===== src/rtl/lsu.sv =====
// Load/store stage between EXU and WBU: one memory access in flight, lane alignment and load extension.
// Optional LSU_MISALIGN_CHECK_EN adds misalign_err and suppresses bus access for misaligned halfword/word ops.
package lsu_pkg;
    typedef struct packed {
        logic        valid;
        logic        mem_en;
        logic        mem_wen;
        logic [2:0]  funct3;
        logic [31:0] mem_addr;
        logic [31:0] store_data;
        logic [31:0] exu_result;
        logic [4:0]  rd_addr;
        logic        reg_wen;
        logic [31:0] pc_target;
    } ex_lsu_t;

    typedef struct packed {
        logic        valid;
        logic [31:0] wb_data;
        logic [4:0]  rd_addr;
        logic        reg_wen;
        logic [31:0] pc_target;
    } lsu_wb_t;
endpackage

// state  | meaning
// S_IDLE | ready for a new instruction
// S_REQ  | memory request presented, waiting for mem_req_ready
// S_RESP | waiting for mem_resp_valid (bounded by TIMEOUT_CYC when non-zero)
// S_DONE | result presented to WBU, waiting for out_ready
module lsu
    import lsu_pkg::*;
#(
    parameter int unsigned TIMEOUT_CYC = 0
) (
    input  logic    clk,
    input  logic    rst,
    input  ex_lsu_t in,
    output logic    in_ready,
    output lsu_wb_t out,
    input  logic    out_ready,
    lsu_if.master   mem_bus,
`ifdef LSU_MISALIGN_CHECK_EN
    output logic    misalign_err,
`endif
    output logic    mem_timeout
);

    typedef enum logic [1:0] {S_IDLE, S_REQ, S_RESP, S_DONE} state_t;

    state_t      state;
    logic [2:0]  funct3_q;
    logic [1:0]  addr_lo_q;
    logic [31:0] wait_cnt;
    logic [1:0]  a_lo;
    logic [3:0]  st_wstrb;
    logic [31:0] st_wdata;
    logic [31:0] ld_shift;
    logic [31:0] ld_data;

    assign a_lo     = in.mem_addr[1:0];
    assign in_ready = (state == S_IDLE);

    // Lanes past byte 3 simply fall off the shift on misaligned words.
    always_comb begin
        st_wstrb = 4'b1111 << a_lo;
        st_wdata = in.store_data << {a_lo, 3'b000};
        case (in.funct3)
            3'b000: begin
                st_wstrb = 4'b0001 << a_lo;
                st_wdata = {4{in.store_data[7:0]}};
            end
            3'b001: begin
                st_wstrb = 4'b0011 << {a_lo[1], 1'b0};
                st_wdata = {2{in.store_data[15:0]}};
            end
            default: ;
        endcase
    end

    always_comb begin
        ld_shift = mem_bus.mem_resp_rdata >> {addr_lo_q, 3'b000};
        case (funct3_q)
            3'b000:  ld_data = {{24{ld_shift[7]}}, ld_shift[7:0]};
            3'b001:  ld_data = {{16{ld_shift[15]}}, ld_shift[15:0]};
            3'b100:  ld_data = {24'h0, ld_shift[7:0]};
            3'b101:  ld_data = {16'h0, ld_shift[15:0]};
            default: ld_data = ld_shift;
        endcase
    end

`ifdef LSU_MISALIGN_CHECK_EN
    logic misaligned;

    // Stores only define SB/SH/SW; every other store encoding is treated as a word.
    always_comb begin
        misaligned = 1'b0;
        case (in.funct3)
            3'b000:  misaligned = 1'b0;
            3'b001:  misaligned = a_lo[0];
            3'b100:  misaligned = in.mem_wen ? (a_lo != 2'b00) : 1'b0;
            3'b101:  misaligned = in.mem_wen ? (a_lo != 2'b00) : a_lo[0];
            default: misaligned = (a_lo != 2'b00);
        endcase
    end
`endif

    always_ff @(posedge clk) begin
        if (rst) begin
            state                  <= S_IDLE;
            out                    <= '0;
            funct3_q               <= '0;
            addr_lo_q              <= '0;
            wait_cnt               <= '0;
            mem_timeout            <= 1'b0;
            mem_bus.mem_req_valid  <= 1'b0;
            mem_bus.mem_req_addr   <= '0;
            mem_bus.mem_req_wen    <= 1'b0;
            mem_bus.mem_req_wdata  <= '0;
            mem_bus.mem_req_wstrb  <= '0;
            mem_bus.mem_resp_ready <= 1'b0;
`ifdef LSU_MISALIGN_CHECK_EN
            misalign_err           <= 1'b0;
`endif
        end else begin
            case (state)
                S_IDLE: begin
                    if (in.valid) begin
                        out.wb_data           <= in.exu_result;
                        out.rd_addr           <= in.rd_addr;
                        out.reg_wen           <= in.reg_wen;
                        out.pc_target         <= in.pc_target;
                        funct3_q              <= in.funct3;
                        addr_lo_q             <= a_lo;
                        mem_bus.mem_req_addr  <= in.mem_addr;
                        mem_bus.mem_req_wen   <= in.mem_wen;
                        mem_bus.mem_req_wdata <= in.mem_wen ? st_wdata : 32'h0;
                        mem_bus.mem_req_wstrb <= in.mem_wen ? st_wstrb : 4'b0000;
                        if (!in.mem_en) begin
                            out.valid <= 1'b1;
                            state     <= S_DONE;
`ifdef LSU_MISALIGN_CHECK_EN
                        end else if (misaligned) begin
                            out.valid    <= 1'b1;
                            out.wb_data  <= 32'h0;
                            out.reg_wen  <= 1'b0;
                            misalign_err <= 1'b1;
                            state        <= S_DONE;
`endif
                        end else begin
                            mem_bus.mem_req_valid <= 1'b1;
                            state                 <= S_REQ;
                        end
                    end
                end
                S_REQ: begin
                    if (mem_bus.mem_req_ready) begin
                        mem_bus.mem_req_valid  <= 1'b0;
                        mem_bus.mem_resp_ready <= 1'b1;
                        wait_cnt               <= '0;
                        state                  <= S_RESP;
                    end
                end
                S_RESP: begin
                    if (mem_bus.mem_resp_valid) begin
                        mem_bus.mem_resp_ready <= 1'b0;
                        out.valid              <= 1'b1;
                        if (!mem_bus.mem_req_wen) out.wb_data <= ld_data;
                        state                  <= S_DONE;
                    end else if (TIMEOUT_CYC != 0 && wait_cnt == TIMEOUT_CYC - 1) begin
                        mem_bus.mem_resp_ready <= 1'b0;
                        out.valid              <= 1'b1;
                        out.wb_data            <= 32'h0;
                        out.reg_wen            <= 1'b0;
                        mem_timeout            <= 1'b1;
                        state                  <= S_DONE;
                    end else begin
                        wait_cnt <= wait_cnt + 32'd1;
                    end
                end
                S_DONE: begin
                    if (out_ready) begin
                        out.valid <= 1'b0;
`ifdef LSU_MISALIGN_CHECK_EN
                        misalign_err <= 1'b0;
`endif
                        state     <= S_IDLE;
                    end
                end
                default: state <= S_IDLE;
            endcase
        end
    end

endmodule


===== src/rtl/lsu_if.sv =====
// Data-memory request/response bus between the LSU (master) and the memory (slave).
interface lsu_if;
    logic        mem_req_valid;
    logic        mem_req_ready;
    logic [31:0] mem_req_addr;
    logic        mem_req_wen;
    logic [31:0] mem_req_wdata;
    logic [3:0]  mem_req_wstrb;
    logic        mem_resp_valid;
    logic [31:0] mem_resp_rdata;
    logic        mem_resp_ready;

    modport master (
        output mem_req_valid, mem_req_addr, mem_req_wen, mem_req_wdata, mem_req_wstrb,
        output mem_resp_ready,
        input  mem_req_ready, mem_resp_valid, mem_resp_rdata
    );

    modport slave (
        input  mem_req_valid, mem_req_addr, mem_req_wen, mem_req_wdata, mem_req_wstrb,
        input  mem_resp_ready,
        output mem_req_ready, mem_resp_valid, mem_resp_rdata
    );
endinterface


===== src/flat_wrapper.sv =====
// flat-port wrapper written by rule: the top's interface ports become plain ports
module lsu_flat import lsu_pkg::*;
#(
    parameter int unsigned TIMEOUT_CYC = 0
)
  (clk, rst, in, in_ready, out, out_ready, mem_timeout, mem_bus_mem_req_valid, mem_bus_mem_req_addr, mem_bus_mem_req_wen, mem_bus_mem_req_wdata, mem_bus_mem_req_wstrb, mem_bus_mem_resp_ready, mem_bus_mem_req_ready, mem_bus_mem_resp_valid, mem_bus_mem_resp_rdata);
  lsu_if mem_bus_i ();
  input  logic clk;
  input  logic rst;
  input  ex_lsu_t in;
  output logic in_ready;
  output lsu_wb_t out;
  input  logic out_ready;
  output logic mem_timeout;
  output wire logic [$bits(mem_bus_i.mem_req_valid)-1:0] mem_bus_mem_req_valid;
  output wire logic [$bits(mem_bus_i.mem_req_addr)-1:0] mem_bus_mem_req_addr;
  output wire logic [$bits(mem_bus_i.mem_req_wen)-1:0] mem_bus_mem_req_wen;
  output wire logic [$bits(mem_bus_i.mem_req_wdata)-1:0] mem_bus_mem_req_wdata;
  output wire logic [$bits(mem_bus_i.mem_req_wstrb)-1:0] mem_bus_mem_req_wstrb;
  output wire logic [$bits(mem_bus_i.mem_resp_ready)-1:0] mem_bus_mem_resp_ready;
  input wire logic [$bits(mem_bus_i.mem_req_ready)-1:0] mem_bus_mem_req_ready;
  input wire logic [$bits(mem_bus_i.mem_resp_valid)-1:0] mem_bus_mem_resp_valid;
  input wire logic [$bits(mem_bus_i.mem_resp_rdata)-1:0] mem_bus_mem_resp_rdata;
  assign mem_bus_mem_req_valid = mem_bus_i.mem_req_valid;
  assign mem_bus_mem_req_addr = mem_bus_i.mem_req_addr;
  assign mem_bus_mem_req_wen = mem_bus_i.mem_req_wen;
  assign mem_bus_mem_req_wdata = mem_bus_i.mem_req_wdata;
  assign mem_bus_mem_req_wstrb = mem_bus_i.mem_req_wstrb;
  assign mem_bus_mem_resp_ready = mem_bus_i.mem_resp_ready;
  assign mem_bus_i.mem_req_ready = mem_bus_mem_req_ready;
  assign mem_bus_i.mem_resp_valid = mem_bus_mem_resp_valid;
  assign mem_bus_i.mem_resp_rdata = mem_bus_mem_resp_rdata;
  lsu #(.TIMEOUT_CYC(TIMEOUT_CYC)) u_core (.clk(clk), .rst(rst), .in(in), .in_ready(in_ready), .out(out), .out_ready(out_ready), .mem_bus(mem_bus_i), .mem_timeout(mem_timeout));
endmodule

===== config.mk =====
export PLATFORM = sky130hd
export DESIGN_NAME = lsu_flat
export DESIGN_NICKNAME = d
export VERILOG_FILES = /design/src/rtl/lsu.sv /design/src/rtl/lsu_if.sv /design/src/flat_wrapper.sv
export SDC_FILE = /design/constraint.sdc
export NUM_CORES = 1
export LEC_CHECK = 0
export CAP_MARGIN = 0
export CORE_UTILIZATION = 30
export CTS_CLUSTER_DIAMETER = 150
export DETAILED_ROUTE_END_ITERATION = 12
export DONT_BUFFER_PORTS = 1
export PLACE_DENSITY = 0.49
export SLEW_MARGIN = 20
export SYNTH_ARGS = -nofsm -noshare
export SYNTH_HDL_FRONTEND = slang
export SYNTH_SLANG_ARGS = --single-unit
export TNS_END_PERCENT = 10

===== constraint.sdc =====
create_clock -name clk -period 2.71 [get_ports clk]
set_input_delay 0.271 -clock clk [delete_from_list [all_inputs] [get_ports clk]]
set_output_delay 0.271 -clock clk [all_outputs]
set_load 0.01 [all_outputs]

# Yosys cells after proc, flatten, opt, wreduce, memory -nomap -nowiden
# Cells that the tools add are included.
[word_totals]
out_inout_bits = 144
ff_bits = 149
[op_classes]
shift = 5
n_eq_ne = 14
n_reduce_logical = 13
mux = 25
[op_table]
columns = ["operator", "count"]
rows = [
  ["case mux 32 bit (2 select lines)", 2],
  ["case mux 32 bit (4 select lines)", 1],
  ["two-way mux 71 bit", 1],
  ["two-way mux 32 bit", 2],
  ["two-way mux 33 bit", 1],
  ["<< shifter 32 x 5 -> 32 bit", 1],
  ["right shift 32 x 5 -> 32 bit", 1],
  ["inequality test 2 bit, second input constant", 7],
  ["AND reduction 4 bit", 3],
  ["two-way mux 2 bit", 5],
  ["case mux 2 bit (4 select lines)", 1],
  ["case mux 4 bit (2 select lines)", 1],
  ["two-way mux 1 bit", 7],
  ["equality test 3 x 1 -> 1 bit, second input constant", 2],
  ["equality test 3 bit, second input constant", 2],
  ["zero test 3 bit", 2],
  ["nonzero test 2 bit", 3],
  ["AND reduction 5 bit", 1],
  ["equality test 2 bit, second input constant", 2],
  ["two-way mux 4 bit", 1],
  ["case mux 1 bit (2 select lines)", 2],
  ["<< shifter 1 x 2 -> 4 bit, first input constant", 1],
  ["<< shifter 2 x 2 -> 4 bit, first input constant", 1],
  ["<< shifter 4 x 2 -> 4 bit, first input constant", 1],
  ["other kinds (6)", 6],
]

# Depth between registers and ports, before layout
# Gate-level depths: netlist of the first run.
[logic_depth]
depth_word = 5
mapped_depth = 9
depth_no_buf = 6

# Least setup slack after synthesis of the first run
# OpenSTA, ideal clock, no wires.
[synth_path]
kind = "register -> register"
from = "register u_core.state[0]"
to = "register u_core.out[60] (netlist name)"
setup_ns = 0.138
required_time_ns = 2.572
path_slack_ns = 0.780
path_stages_with_launch = 9
t_arrival_ns = 1.791
path_cell_list = "dfxtp_1 -> inv_1 -> ha_1 -> buf_6 -> mux2i_4 -> a21o_4 -> buf_4 -> a221oi_1 -> a221oi_2"
[synth_via]
elab_chain_len = 3
word_cells_on_any_way = 8
cone_classes = "eq/ne: 4; mux: 1; reduce/logical: 3"
[synth_lines]
columns = ["element", "line_no", "rtl"]
rows = [
  ["start, declared", "lsu.sv:51", "state_t state;"],
  ["start signal, assigned", "lsu.sv:110", "state <= S_IDLE;"],
  ["start signal, assigned", "lsu.sv:141", "state <= S_DONE;"],
  ["start signal, assigned", "lsu.sv:152", "state <= S_REQ;"],
  ["zero test 2 bit *", "--", ""],
  ["named net in_ready", "flat_wrapper.sv:11", "output logic in_ready;"],
  ["inequality test 2 bit (no line) or nonzero test 2 bit (tied branches)", "--", ""],
  ["AND reduction 4 bit (no line)", "--", ""],
]
# The timed path passes the listed nets; every way through them passes the cells marked *.
# A chain may end at the register's enable or synchronous reset.

# Worst setup path in the final report of the first run
[layout_path]
from = "register u_core.state[0]"
to = "register u_core.mem_bus.mem_req_addr[14]"
[layout_via]
elab_chain_len = 2
[layout_lines]
columns = ["element", "line_no", "rtl"]
rows = [
  ["zero test 2 bit", "lsu.sv:126", "case (state)"],
  ["AND reduction 2 bit (no line)", "--", ""],
  ["end signal, assigned", "lsu.sv:135", "mem_bus.mem_req_addr <= in.mem_addr;"],
  ["end, declared", "lsu_if.sv:14", "output mem_req_valid, mem_req_addr, mem_req_wen, mem_req_wdata, mem_req_wstrb,"],
]
# Every way passes these cells.

==> results.md, run 1 <==
Outcome:
- The run finished with clean final reports.

Yosys:
- The count of cell types in the netlist is 54.
- After synthesis, the cell types taking the most area are sky130_fd_sc_hd__dfxtp_1 42%, sky130_fd_sc_hd__nand2_1 9.6%, sky130_fd_sc_hd__a21oi_1 7.3%, sky130_fd_sc_hd__mux4_2 4.8%, sky130_fd_sc_hd__a221oi_1 4.6%.
- The commonest cells after synthesis are 179 x sky130_fd_sc_hd__nand2_1, 147 x sky130_fd_sc_hd__dfxtp_1, 102 x sky130_fd_sc_hd__a21oi_1, 60 x sky130_fd_sc_hd__nor2_1, 40 x sky130_fd_sc_hd__clkbuf_1.
- For this run, the number of Yosys warnings is 0.
- The count of flip-flops with a built-in enable after synthesis is 0.
- sky130_fd_sc_hd__dfxtp_1 takes more of the synthesized area than any other cell.
- The commonest register cell after synthesis is sky130_fd_sc_hd__dfxtp_1.
- After technology mapping, the gate count stands at around 810.
- The number of nets in the synthesized netlist is ~990.
- Counting flops and latches in the post-synthesis netlist gives 147.
- The share of the Yosys chip area taken by registers is 0.420.
- After synthesis, the share of flip-flops with an asynchronous set or reset is 0.
- The proportion of netlist area held by the largest area contributor is 0.420.
- In this run the mean area of a mapped cell was 8.71 sq um.
- By instance count, the leading cell after synthesis is sky130_fd_sc_hd__nand2_1.
- The mapped netlist covers 0.00701 sq mm.

Power and ir drop:
- Of the total power, the share spent switching nets is 0.379.
- The part of the power in the clock network is 0.318.
- The sum of internal, switching and leakage power is around 8 mW.
- The share of total power dissipated in combinational logic is 0.285.
- The worst IR drop on VDD is between 0.0003 and 0.0004 V.
- The analysis attributes to cell leakage a power of 3.10 nW.
- The proportion of power drawn by flip-flops and latches is 0.398.
- The power density relative to cell area is roughly 920 mW/mm^2.
- The cell internal power dissipation is a little under 5 mW.
- For this design the total switching power over the nets is 2.99 mW.

Setup path:
- The required time of the critical path is 3090 ps.
- The critical-path cell with the highest stage delay is sky130_fd_sc_hd__dlygate4sd3_1.
- The capturing element of the worst setup path is u_core.mem_bus.mem_req_addr[14].
- The most critical setup path has its startpoint at u_core.state[0].
- Walking the worst path, the cells encountered are inv_1 > ha_1 > buf_4 > nand2_4 > buf_12 > nand2_1 > a21oi_1 > dlygate4sd3_1.
- For this run, the slowest stage of the critical path takes between 500 and 600 ps.
- STA classifies the critical path endpoint as a flip-flop.
- The worst register-to-register path ends at u_core.mem_bus.mem_req_addr[14].
- The depth of the worst register-to-register path is 8.
- For the worst setup path, the data arrival time is roughly 2900 ps.
- The critical path start-end classification is reg -> reg.
- In this run the critical register-to-register path is launched from u_core.state[0].
- In this run the worst path has a maximum fanout of 88.
- The minimum setup slack among reg-to-reg paths is 220 ps.
- STA classifies the critical path startpoint as a flip-flop.

Timing:
- The post-route fraction of the period consumed by the critical path is 0.918.
- At the pin with the least slew margin, the transition time is 712 ps.
- The highest clock frequency the design can meet is approximately 0.4 GHz.
- The largest clock skew in the final design is 17.5 ps.
- The time the worst path needs with I/O delays and setup is about 2500 ps.
- The final-report max-slew violation count is 0.
- The setup TNS is 0 ps.
- The count of endpoints failing hold in the final timing report is 0.
- The headroom to the max-slew limit is 0.526.
- Setup violations remaining at the end of the flow were counted as 0.
- Setup repair after global routing left no endpoint under its margin.

Drt:
- The number of vias in the routed layout is 6259.
- The number of detailed-route iterations in the first pass is 5.
- After detailed routing, the average wire length per cell comes to just over 20 um.
- The final wirelength is about 24000 um.
- For this run, design rule violations remaining after detail routing come to 0.
- The via count normalized by instance count is 5.35.
- For this block, the initial DRC count from the detailed router was between 400 and 500.
- The number of routed nets with antenna violations is 0.

Hold path:
- The worst hold path belongs to the class in -> reg.
- The startpoint identified for the worst hold timing path is in[128].

CTS:
- The clock edge transition at the registers on the reported setup and hold paths is 70 ps.
- The clock tree from TritonCTS is done.
- The maximum level of the CTS H-tree is 4.
- The count of instances resized after the clock tree is built is 0.
- The sink count of the clock tree is 147.
- The clock root buffer is sky130_fd_sc_hd__clkbuf_16.
- For the worst-skew pair, the clock arrives at the later sink with an insertion delay of between 400 and 500 ps.
- The number of clock buffers added by TritonCTS is 17.
- The number of buffers on the longest clock path is 2.

Global route:
- The total routing usage reported by global routing is 0.196.
- The via count of the first global-routing pass is 6221.
- The first global-routing pass estimated 36300 um of wire.
- The largest net degree at the start of global routing is roughly 130.
- The number of antenna violations at the first check in global routing was 5.
- For this run the aggregate overflow at the end of global routing stands at 0.

Floorplanning:
- The initial utilization of the core area, before any placement, comes to 0.308.
- The area of the core is 0.0228 sq mm.
- For this design the top-level I/O count stands at 321.
- The die covers 0.0240 sq mm.
- In this run the core area contains between 50 and 60 standard-cell rows.
- The die width is 155 um.
- From bottom edge to top edge, the die measures 155 um.

Final layout:
- Of the cells placed in the final design, the portion with a size suffix greater than 1 is 0.115.
- The finished cells cover 0.00860 sq mm.
- The fill cell total of the finished layout is 2318.
- The final net count is 1021.
- Relative to the synthesized area, the layout overhead comes to 22.6%.

Placement:
- The standard cell area after detailed placement is 0.00720 sq mm.
- The final weighted congestion of routability-driven global placement is 0.823.
- Summed over all nets, the half-perimeter wirelength after detailed placement is 16300 um.
- The count of input and output buffers is 0.

Job:
- The reported max-cap violation count is 0.
-- cell type report --
| type | count | area, sq um | share of cell area |
|---|---|---|---|
| Clock buffer | 17 | 425 | 0.0495 |
| Antenna cell | 5 | 12.5 | 0.00145 |
| Multi-Input combinational cell | 583 | 3730 | 0.434 |
| Sequential cell | 147 | 2940 | 0.342 |
| Inverter | 5 | 18.8 | 0.00218 |
| Timing Repair Buffer | 86 | 891 | 0.104 |
| Tap cell | 313 | 392 | 0.0455 |
| Clock inverter | 14 | 185 | 0.0215 |
-- worst max-delay path: cells and delay by family, from the launching register on --
family	cells	cell delay, ps
buffers and inverters	4	1240
AND/OR/NAND/NOR	2	350
AO/OA/AOI/OAI	1	140
flip-flops	1	380
adder cells (fa/ha/maj)	1	260
-- through the flow --
stage | worst slack [ps] | utilization | hold slack [ps] | cells
after detailed placement | 532 | 0.316 | 350 | 1058
after CTS | 223 | 0.376 | 1.15 | 1163
after global routing | 71.4 | 0.377 | 4.91 | 1169
final | 221 | 0.378 | 20.9 | 1170
after floorplan | 780 | - | 407 | 805
after global placement | 568 | 0.316 | 348 | 1058
-- power by group through the flow --
stage	sequential [mW]	clock, mW	combinational [mW]
after global placement	3.19	0	2.12
after CTS	3.14	2.57	2.27
after global routing	3.20	2.68	2.49
after floorplan	3.05	0	1.78
after detailed placement	3.19	0	2.14
final	3.14	2.51	2.24
-- cells by family after synthesis --
| group | count (synthesis) | share of synthesized area |
|---|---|---|
| other cells | 1 | 0.000535 |
| fa+ha+maj | 4 | 0.00714 |
| simple gates | 272 | 0.167 |
| mux | 59 | 0.118 |
| compound gates | 247 | 0.238 |
| buf+inv | 75 | 0.0498 |
| flops | 147 | 0.420 |
-- per-layer routing --
metal | track usage | wire [um]
met2 | 0.337 | 12000
met5 | 0 | 0
met3 | 0.0891 | 2440
met4 | 0.0490 | 229
met1 | 0.218 | 9460
-- worst min path at each step --
stage	end	slack, ps	depth (start not counted)
2_1_floorplan	u_core.mem_bus.mem_req_addr[10]	410	2
3_3_place_gp	u_core.out[2]	350	1
3_5_place_dp	u_core.out[19]	350	1
4_1_cts	u_core.mem_bus.mem_req_addr[19]	1	2
5_1_grt	u_core.mem_bus.mem_req_addr[29]	5	2
6_report	u_core.mem_bus.mem_req_addr[26]	20	2
-- repair_timing --
item	in CTS	in global routing
hold buffers	74	2
endpoints found under the setup margin	0	0
endpoints found under the hold margin	124	2
buffers inserted	0	0
-- placed cells by master (no fill, tap or decap), types with 15 or more instances in the layout --
cell	instances
sky130_fd_sc_hd__mux2_2	15
sky130_fd_sc_hd__o21ai_0	30
sky130_fd_sc_hd__clkbuf_16	17
sky130_fd_sc_hd__a21oi_1	102
sky130_fd_sc_hd__dfxtp_1	147
sky130_fd_sc_hd__nor2_1	60
sky130_fd_sc_hd__mux2i_1	27
sky130_fd_sc_hd__nand2_1	178
sky130_fd_sc_hd__dlygate4sd3_1	75
sky130_fd_sc_hd__mux4_2	15
sky130_fd_sc_hd__a221oi_1	37
-- state kept, by name (all words and copies together), names as in the netlist --
name and count:
u_core.out 71, u_core.mem_bus.mem_req_addr 32, u_core.mem_bus.mem_req_wdata 32, u_core.mem_bus.mem_req_wstrb 4
u_core.funct3_q 3, u_core.state 2, u_core.mem_bus.mem_req_valid 1, u_core.mem_bus.mem_req_wen 1
u_core.mem_bus.mem_resp_ready 1
Power figures use the tool's default switching activity.
==> inputs of run 2 (changes only) <==
CORE_UTILIZATION = 45   (was 30)
PLACE_DENSITY = 0.65   (was 0.49)
==> run 2 against run 1 <==
Die area is 33% lower. Critical path type unchanged. Largest power group unchanged. Register-to-register slack better by 40 ps. Clock skew is 7.1 ps lower. Total power is 2.3% lower. Design area is 3.0% lower. Count of clock-buffer cells in the layout is 2 higher. Highest routed layer unchanged. Hold slack worse by 9.4 ps. Flip-flop and latch count stayed put. Global-route usage is 8.2 points higher. Clock power is 7% lower.
==> results.md, run 2 (same netlist as run 1, synthesis figures left out) <==
Outcome:
- The flow ran to the end, and the final reports show no timing, DRC or antenna violations.

CTS:
- The clock edge transition at the registers on the reported setup and hold paths came to 70 ps (about the same).
- The maximum level of the CTS H-tree is 4 (unchanged).
- The clock network latency to the later pin of the worst-skew pair is 420 ps (about the same).
- The sink count of the clock tree is 147 (unchanged).
- The number of buffers on the longest clock path is 2 (unchanged).
- TritonCTS built the clock tree.
- The clock buffer count from CTS was 17 (unchanged).
- In this run the clock root is driven by a sky130_fd_sc_hd__clkbuf_16.
- The number of buffers inserted by post-CTS setup repair is 0 (unchanged).

Drt:
- The number of routed nets with antenna violations is 0 (unchanged).
- The count of unresolved DRC violations after routing is 0 (unchanged).
- The final wirelength came to 22900 um (-5.2%).
- The number of detailed-route iterations in the first pass is 5 (unchanged).
- The number of vias in the routed layout is 6524 (+4.2%).
- The post-detailed-route wirelength per cell is 22.0 um (+6.6%).
- The number of DRC markers after the initial detailed-route iteration was 511 (+7.4%).
- The via count normalized by instance count was 6.27 (+17%).

Final layout:
- The final net count is 1019 (-0.20%).
- More flip-flops sit in one register than any other, and that register is u_core.out.
- The fraction of final layout cells sized beyond drive strength 1 is 0.118 (+0.00249).
- The number of flip-flops in the largest register is 71 (unchanged).
- The design area was 0.00834 sq mm (-3.0%).
- The largest registers in the layout are u_core.out (71), u_core.mem_bus.mem_req_addr (32), u_core.mem_bus.mem_req_wdata (32).
- The area growth from synthesis to layout is 19.0%.
- The library cell used most frequently in the layout, excluding fill and tap cells, is sky130_fd_sc_hd__nand2_1.
- Leaving out fill and tap cells, the most frequent cells in the layout are 178 x sky130_fd_sc_hd__nand2_1, 147 x sky130_fd_sc_hd__dfxtp_1, 102 x sky130_fd_sc_hd__a21oi_1.
- The fraction of the core area covered by cells at the end of the flow is 0.549 (+0.171).

Timing:
- The largest clock skew in the final design came to 10.4 ps (-7.11 ps).
- The setup violation total in the final timing report is 0 (unchanged).
- The slew at the pin with the worst max-slew slack was 735 ps (+23.1 ps).
- The time the worst path needs with I/O delays and setup is 2450 ps (-41.0 ps).
- The highest clock frequency the design can meet is 0.409 GHz (+1.7%).
- The post-route fraction of the period consumed by the critical path came to 0.903 (-0.0151).
- The setup TNS is 0 ps (unchanged).
- The final-report max-slew violation count came to 0 (unchanged).
- The count of endpoints failing hold in the final timing report is 0 (unchanged).
- Setup repair after global routing left no endpoint under its margin.
- The headroom to the max-slew limit is 0.508 (-0.0172).

Global route:
- The largest net degree at the start of global routing is 125 (unchanged).
- The total global routing overflow is 0 (unchanged).
- The total routing usage reported by global routing is 0.278 (+0.0818).
- The global-route wire length before repair is 34300 um (-5.6%).
- The via count of the first global-routing pass is 6254 (+0.53%).
- The number of antenna violations at the first check in global routing is 2 (-3).

Placement:
- The count of input and output buffers is 0 (unchanged).
- The final HPWL from detailed placement is 15600 um (-4.3%).
- The final weighted congestion of routability-driven global placement is 0.906 (+10%).
- The standard cell area after detailed placement is 0.00702 sq mm (-2.5%).

Setup path:
- Walking the worst path, the cells encountered are inv_1 > ha_1 > mux2i_4 > a21oi_4 > nand3_1 > o22ai_1.
- The critical path startpoint category is a flip-flop.
- The largest stage delay on the critical path was 540 ps (-20 ps).
- The number of buffer and inverter instances along the worst setup path is 1 (-3).
- The required time of the critical path is 3040 ps (-50 ps).
- The depth of the worst register-to-register path is 6 (-2).
- The critical-path cell with the highest stage delay is sky130_fd_sc_hd__a21oi_4.
- In this run the critical register-to-register path is captured at u_core.out[51].
- The arrival time of data at the critical path endpoint is 2780 ps (-80 ps).
- The maximum fanout along the worst path was 25 (-72%).
- The critical path start-end classification is reg -> reg.
- The minimum setup slack among reg-to-reg paths is 260 ps (+40 ps).
- STA classifies the critical path endpoint as a flip-flop.
- The worst reg2reg path startpoint is u_core.state[0].
- The cell family with the largest share of critical-path delay is compound AO/OA/AOI/OAI gates.

Floorplanning:
- The die area is 0.0161 sq mm (-33%).
- The die width is 127 um (-18%).
- The area of the core is 0.0152 sq mm (-33%).
- The boundary pin count is 321 (unchanged).
- The effective utilization at floorplan was 0.461 (+0.153).
- The number of rows created at floorplan was 45 (-18%).
- The die outline height was 127 um (-18%).

Hold path:
- The worst hold path depth is 2 (unchanged).
- The path with the worst hold slack has its endpoint at u_core.mem_bus.mem_req_wdata[23].
- The path category of the worst min-delay check is in -> reg.
- The critical hold path startpoint is in[77].

Job:
- The reported max-cap violation count is 0 (unchanged).

Power and ir drop:
- The worst IR drop on VDD is 0.000531 V (+41%).
- The proportion of power drawn by flip-flops and latches is 0.410 (+0.012).
- The sum of internal, switching and leakage power is 7.70 mW (-2.3%).
- The fraction of power spent switching nets is 0.378 (about the same).
- The cell leakage power was 3.06 nW (-1.5%).
- The net switching power is 2.91 mW (-2.4%).
- The power density relative to cell area came to 923 mW/mm^2 (+0.65%).
- The cell internal power dissipation is 4.79 mW (-2.3%).
- The combinational share of power is 0.287 (+0.002).
- The part of the power in the clock network is 0.303 (-0.015).
[run 2: cell count changes in the layout (fill, tap and decap cells not counted)]
cell                            change
sky130_fd_sc_hd__buf_12             -3
sky130_fd_sc_hd__clkbuf_1           +1
sky130_fd_sc_hd__inv_6              -1
sky130_fd_sc_hd__clkbuf_8           +1
sky130_fd_sc_hd__bufinv_16          -1
sky130_fd_sc_hd__clkinv_8           -1
sky130_fd_sc_hd__dlygate4sd3_1      -4
sky130_fd_sc_hd__buf_4              +5
sky130_fd_sc_hd__diode_2            -3
sky130_fd_sc_hd__inv_8              -2
sky130_fd_sc_hd__clkinvlp_4         +3
sky130_fd_sc_hd__clkinv_4           +1
[run 2: timing repair]
action / 4_1_cts / 5_1_grt
hold buffers: 72 / 0
hold endpoints to repair: 124 / 0
gates resized for setup: 0 / 0
[run 2: cell type report]
class / count / area, sq um
Fill cell: 1374 / 6860
Tap cell: 188 / 235
Inverter: 5 / 18.8
Clock inverter: 13 / 139
Antenna cell: 2 / 5.00
Timing Repair Buffer: 84 / 828
Clock buffer: 19 / 443
Sequential cell: 147 / 2940
Multi-Input combinational cell: 583 / 3730
[run 2: worst max path at each step]
| stage | start | depth (start not counted) | end | slack (ps) |
|---|---|---|---|---|
| 5_1_grt | u_core.state[0] | 6 | u_core.out[53] | 100 |
| 3_5_place_dp | u_core.state[0] | 6 | u_core.out[51] | 330 |
| 2_1_floorplan | u_core.state[0] | 8 | u_core.out[60] | 780 |
| 6_report | u_core.state[0] | 6 | u_core.out[51] | 260 |
| 4_1_cts | u_core.state[0] | 6 | u_core.out[51] | 290 |
| 3_3_place_gp | u_core.state[1] | 7 | u_core.mem_bus.mem_req_wdata[19] | 480 |
[run 2: per-layer routing]
metal,routed length [um],GRT usage
met2,11200,0.481
met1,8350,0.300
met3,2510,0.111
met5,0,0
met4,776,0.121
[run 2: through the flow]
stage | cells | hold slack [ps] | setup WS (ps)
floorplan | 805 | 407 | 780
global placement | 935 | 348 | 482
detailed placement | 935 | 351 | 332
CTS | 1039 | 0.143 | 293
global route | 1041 | 8.05 | 101
finish | 1041 | 11.5 | 263
[run 2: worst register-to-register path, cell delays in order, from the launching register on]
cell	delay, ps
sky130_fd_sc_hd__dfxtp_1	380
sky130_fd_sc_hd__inv_1	100
sky130_fd_sc_hd__ha_1	360
sky130_fd_sc_hd__mux2i_4	320
sky130_fd_sc_hd__a21oi_4	540
sky130_fd_sc_hd__nand3_1	390
sky130_fd_sc_hd__o22ai_1	280
[run 2: power by group through the flow]
stage                     registers, mW  clock network (mW)  logic, mW
after CTS                          3.15                2.38       2.19
after floorplan                    3.05                   0       1.78
after detailed placement           3.19                   0       2.06
after global routing               3.19                2.47       2.44
after global placement             3.18                   0       1.97
final                              3.16                2.34       2.21
==> inputs of run 3 (changes only) <==
GPL_TIMING_DRIVEN = 0   (was default)
PLACE_DENSITY = 0.72   (was 0.65)
==> run 3 against run 2 <==
Clock power is 5% higher. Critical endpoint is now u_core.mem_bus.mem_req_addr[11]. Clock skew is 2.6 ps higher. Final cell count is 6.1% higher. Highest routed layer unchanged.
==> results.md, run 3 (same netlist as run 1, synthesis figures left out) <==
Outcome:
- The run finished with clean final reports.

Drt:
- The number of detailed-route iterations in the first pass came to 6 (+1).
- The final wirelength is 25000 um (+9.1%).
- The number of DRC markers after the initial detailed-route iteration is 603 (+18%).
- The number of vias in the routed layout is 6835 (+4.8%).
- The post-detailed-route wirelength per cell is 22.6 um (+2.9%).
- The via count normalized by instance count came to 6.19 (-1.2%).
- The number of routed nets with antenna violations came to 0 (unchanged).
- The count of unresolved DRC violations after routing was 0 (unchanged).

Final layout:
- The fraction of final layout cells sized beyond drive strength 1 came to 0.125 (+0.00722).
- Relative to the synthesized area, the layout overhead comes to 23.1%.
- The top cell types in the final layout, fill and taps aside, are 179 x sky130_fd_sc_hd__nand2_1, 147 x sky130_fd_sc_hd__dfxtp_1, 102 x sky130_fd_sc_hd__a21oi_1.
- The number of flip-flops in the largest register is 71 (unchanged).
- The non-filler instance count after layout is 1104 (+6.1%).
- The fraction of the core area covered by cells at the end of the flow is 0.568 (+0.0191).
- Leaving out fill and tap cells, the most frequent cell in the layout is sky130_fd_sc_hd__nand2_1.
- The final net count was 1082 (+6.2%).
- The top register by number of flip-flops is u_core.out.
- In the final layout, the registers with the most flip-flops are u_core.out (71), u_core.mem_bus.mem_req_addr (32), u_core.mem_bus.mem_req_wdata (32).

Placement:
- The final HPWL from detailed placement is 18100 um (+16%).
- The count of input and output buffers is 0 (unchanged).
- The final weighted congestion of routability-driven global placement is 0.846 (-6.7%).
- The cell count after placement is 993 (+6.2%).

Timing:
- The largest clock skew in the final design came to 13.1 ps (+2.65 ps).
- The highest clock frequency the design can meet is 0.416 GHz (+1.9%).
- The setup TNS was 0 ps (unchanged).
- The headroom to the max-slew limit is 0.522 (+0.0140).
- The count of endpoints failing hold in the final timing report came to 0 (unchanged).
- The final-report max-slew violation count is 0 (unchanged).
- The tightest hold margin was 26.5 ps (+15.0 ps).
- The time the worst path needs with I/O delays and setup is 2400 ps (-45.9 ps).
- The post-route fraction of the period consumed by the critical path was 0.886 (-0.0169).
- Setup repair after global routing left no endpoint under its margin.
- The slew at the pin with the worst max-slew slack is 717 ps (-18.2 ps).
- The setup violation total in the final timing report is 0 (unchanged).

CTS:
- The number of buffers on the longest clock path is 2 (unchanged).
- The clock root buffer is sky130_fd_sc_hd__clkbuf_16.
- TritonCTS built the clock tree.
- The clock network latency to the later pin of the worst-skew pair is 420 ps (about the same).
- The number of buffers inserted by post-CTS setup repair is 0 (unchanged).
- The count of instances resized after the clock tree is built came to 0 (unchanged).
- The maximum level of the CTS H-tree is 4 (unchanged).
- The clock buffer count from CTS was 17 (unchanged).
- The sink count of the clock tree came to 147 (unchanged).
- The clock edge transition at the registers on the reported setup and hold paths is 70 ps (about the same).

Floorplanning:
- The die outline height came to 127 um (unchanged).
- The boundary pin count is 321 (unchanged).
- The area of the core came to 0.0152 sq mm (unchanged).
- The die area is 0.0161 sq mm (unchanged).
- The number of rows created at floorplan is 45 (unchanged).
- The effective utilization at floorplan was 0.461 (unchanged).
- The die width was 127 um (unchanged).

Power and ir drop:
- The sum of internal, switching and leakage power came to 8.03 mW (+4.3%).
- The power density relative to cell area is 930 mW/mm^2 (+0.76%).
- The worst IR drop on VDD came to 0.000435 V (-18%).
- The cell leakage power was 3.20 nW (+4.6%).

Job:
- The reported max-cap violation count is 0 (unchanged).

Setup path:
- The worst setup path is of the reg -> reg kind.
- The arrival time of data at the critical path endpoint is 2750 ps (-30 ps).
- The required time of the critical path is 3060 ps (+20 ps).
- The depth of the worst register-to-register path came to 8 (+2).
- STA classifies the critical path startpoint as a flip-flop.
- The maximum fanout along the worst path came to 10 (-60%).
- The kind of end point of the critical path is a flip-flop.
- The critical path ends at u_core.mem_bus.mem_req_addr[11].
- The startpoint identified for the worst register-to-register timing path is u_core.state[0].
- Tracing the worst setup path back leads to its startpoint at u_core.state[0].
- The minimum setup slack among reg-to-reg paths is 310 ps (+50 ps).
- In this run the critical register-to-register path is captured at u_core.mem_bus.mem_req_addr[11].

Global route:
- The total routing usage reported by global routing is 0.301 (+0.0228).
- The largest net degree at the start of global routing came to 17 (-86%).
- The total global routing overflow came to 0 (unchanged).
- The number of antenna violations at the first check in global routing is 2 (unchanged).
- The global-route wire length before repair is 37100 um (+8.3%).
- The via count of the first global-routing pass came to 6524 (+4.3%).

Hold path:
- The worst hold path depth is 2 (unchanged).
- In this run the worst hold path is classified as in -> reg.
## run 3: cell count changes in the layout (fill, tap and decap cells not counted), sizes merged
cell	before	now
clkinvlp	3	2
bufinv	1	2
inv	13	14
dlygate4sd3	71	77
clkinv	1	2
clkbuf	19	57
buf	13	30
## run 3: area by class of cell
type / instances / area, sq um
fill: 1321 / 6570
multi-input combinational: 583 / 3720
sequential: 147 / 2940
timing repair buffer: 77 / 771
clock buffer: 17 / 425
buffer: 70 / 330
tap: 188 / 235
clock inverter: 15 / 185
inverter: 5 / 18.8
antenna: 2 / 5.00
## run 3: where the power goes
part	internal, mW	leakage (nW)	total, mW	switching (mW)
combinational	0.948	1.70	2.42	1.47
sequential	2.60	1.20	3.15	0.555
clock	1.40	0.296	2.46	1.06
total	4.95	3.20	8.03	3.09
## run 3: worst min-delay path by stage
stage          startpoint                         endpoint  slack, ps
2_1_floorplan     in[112]  u_core.mem_bus.mem_req_addr[10]        410
3_3_place_gp      in[124]  u_core.mem_bus.mem_req_addr[22]        410
3_5_place_dp       in[16]                   u_core.out[16]        410
4_1_cts           in[108]   u_core.mem_bus.mem_req_addr[6]        0.3
5_1_grt            in[35]                   u_core.out[35]         20
6_report           in[35]                   u_core.out[35]         30
## run 3: timing repair
action,CTS,global route
hold endpoints to repair,79,1
setup endpoints to repair,0,0
hold buffers,76,1
## run 3: per-stage QoR
step / instance area, sq um / setup WS [ps]
floorplan: 7010 / 780
global placement: 7250 / 424
detailed placement: 7250 / 363
CTS: 8620 / 363
global route: 8630 / 152
finish: 8630 / 308
## run 3: metal layers
metal / vias up / wire, um / track usage
li1: 3110 / - / -
met1: 3281 / 9460 / 0.342
met2: 391 / 12400 / 0.519
met3: 53 / 2480 / 0.104
met4: 0 / 662 / 0.113
met5: - / 0 / 0
## run 3: worst max-delay path, cell delays in order (launching register included)
cell and delay, ps:
sky130_fd_sc_hd__dfxtp_1 380, sky130_fd_sc_hd__inv_1 100, sky130_fd_sc_hd__ha_1 260, sky130_fd_sc_hd__buf_6 170
sky130_fd_sc_hd__nand2_1 280, sky130_fd_sc_hd__buf_2 380, sky130_fd_sc_hd__clkbuf_1 440, sky130_fd_sc_hd__nand2_1 130
sky130_fd_sc_hd__a21oi_1 190
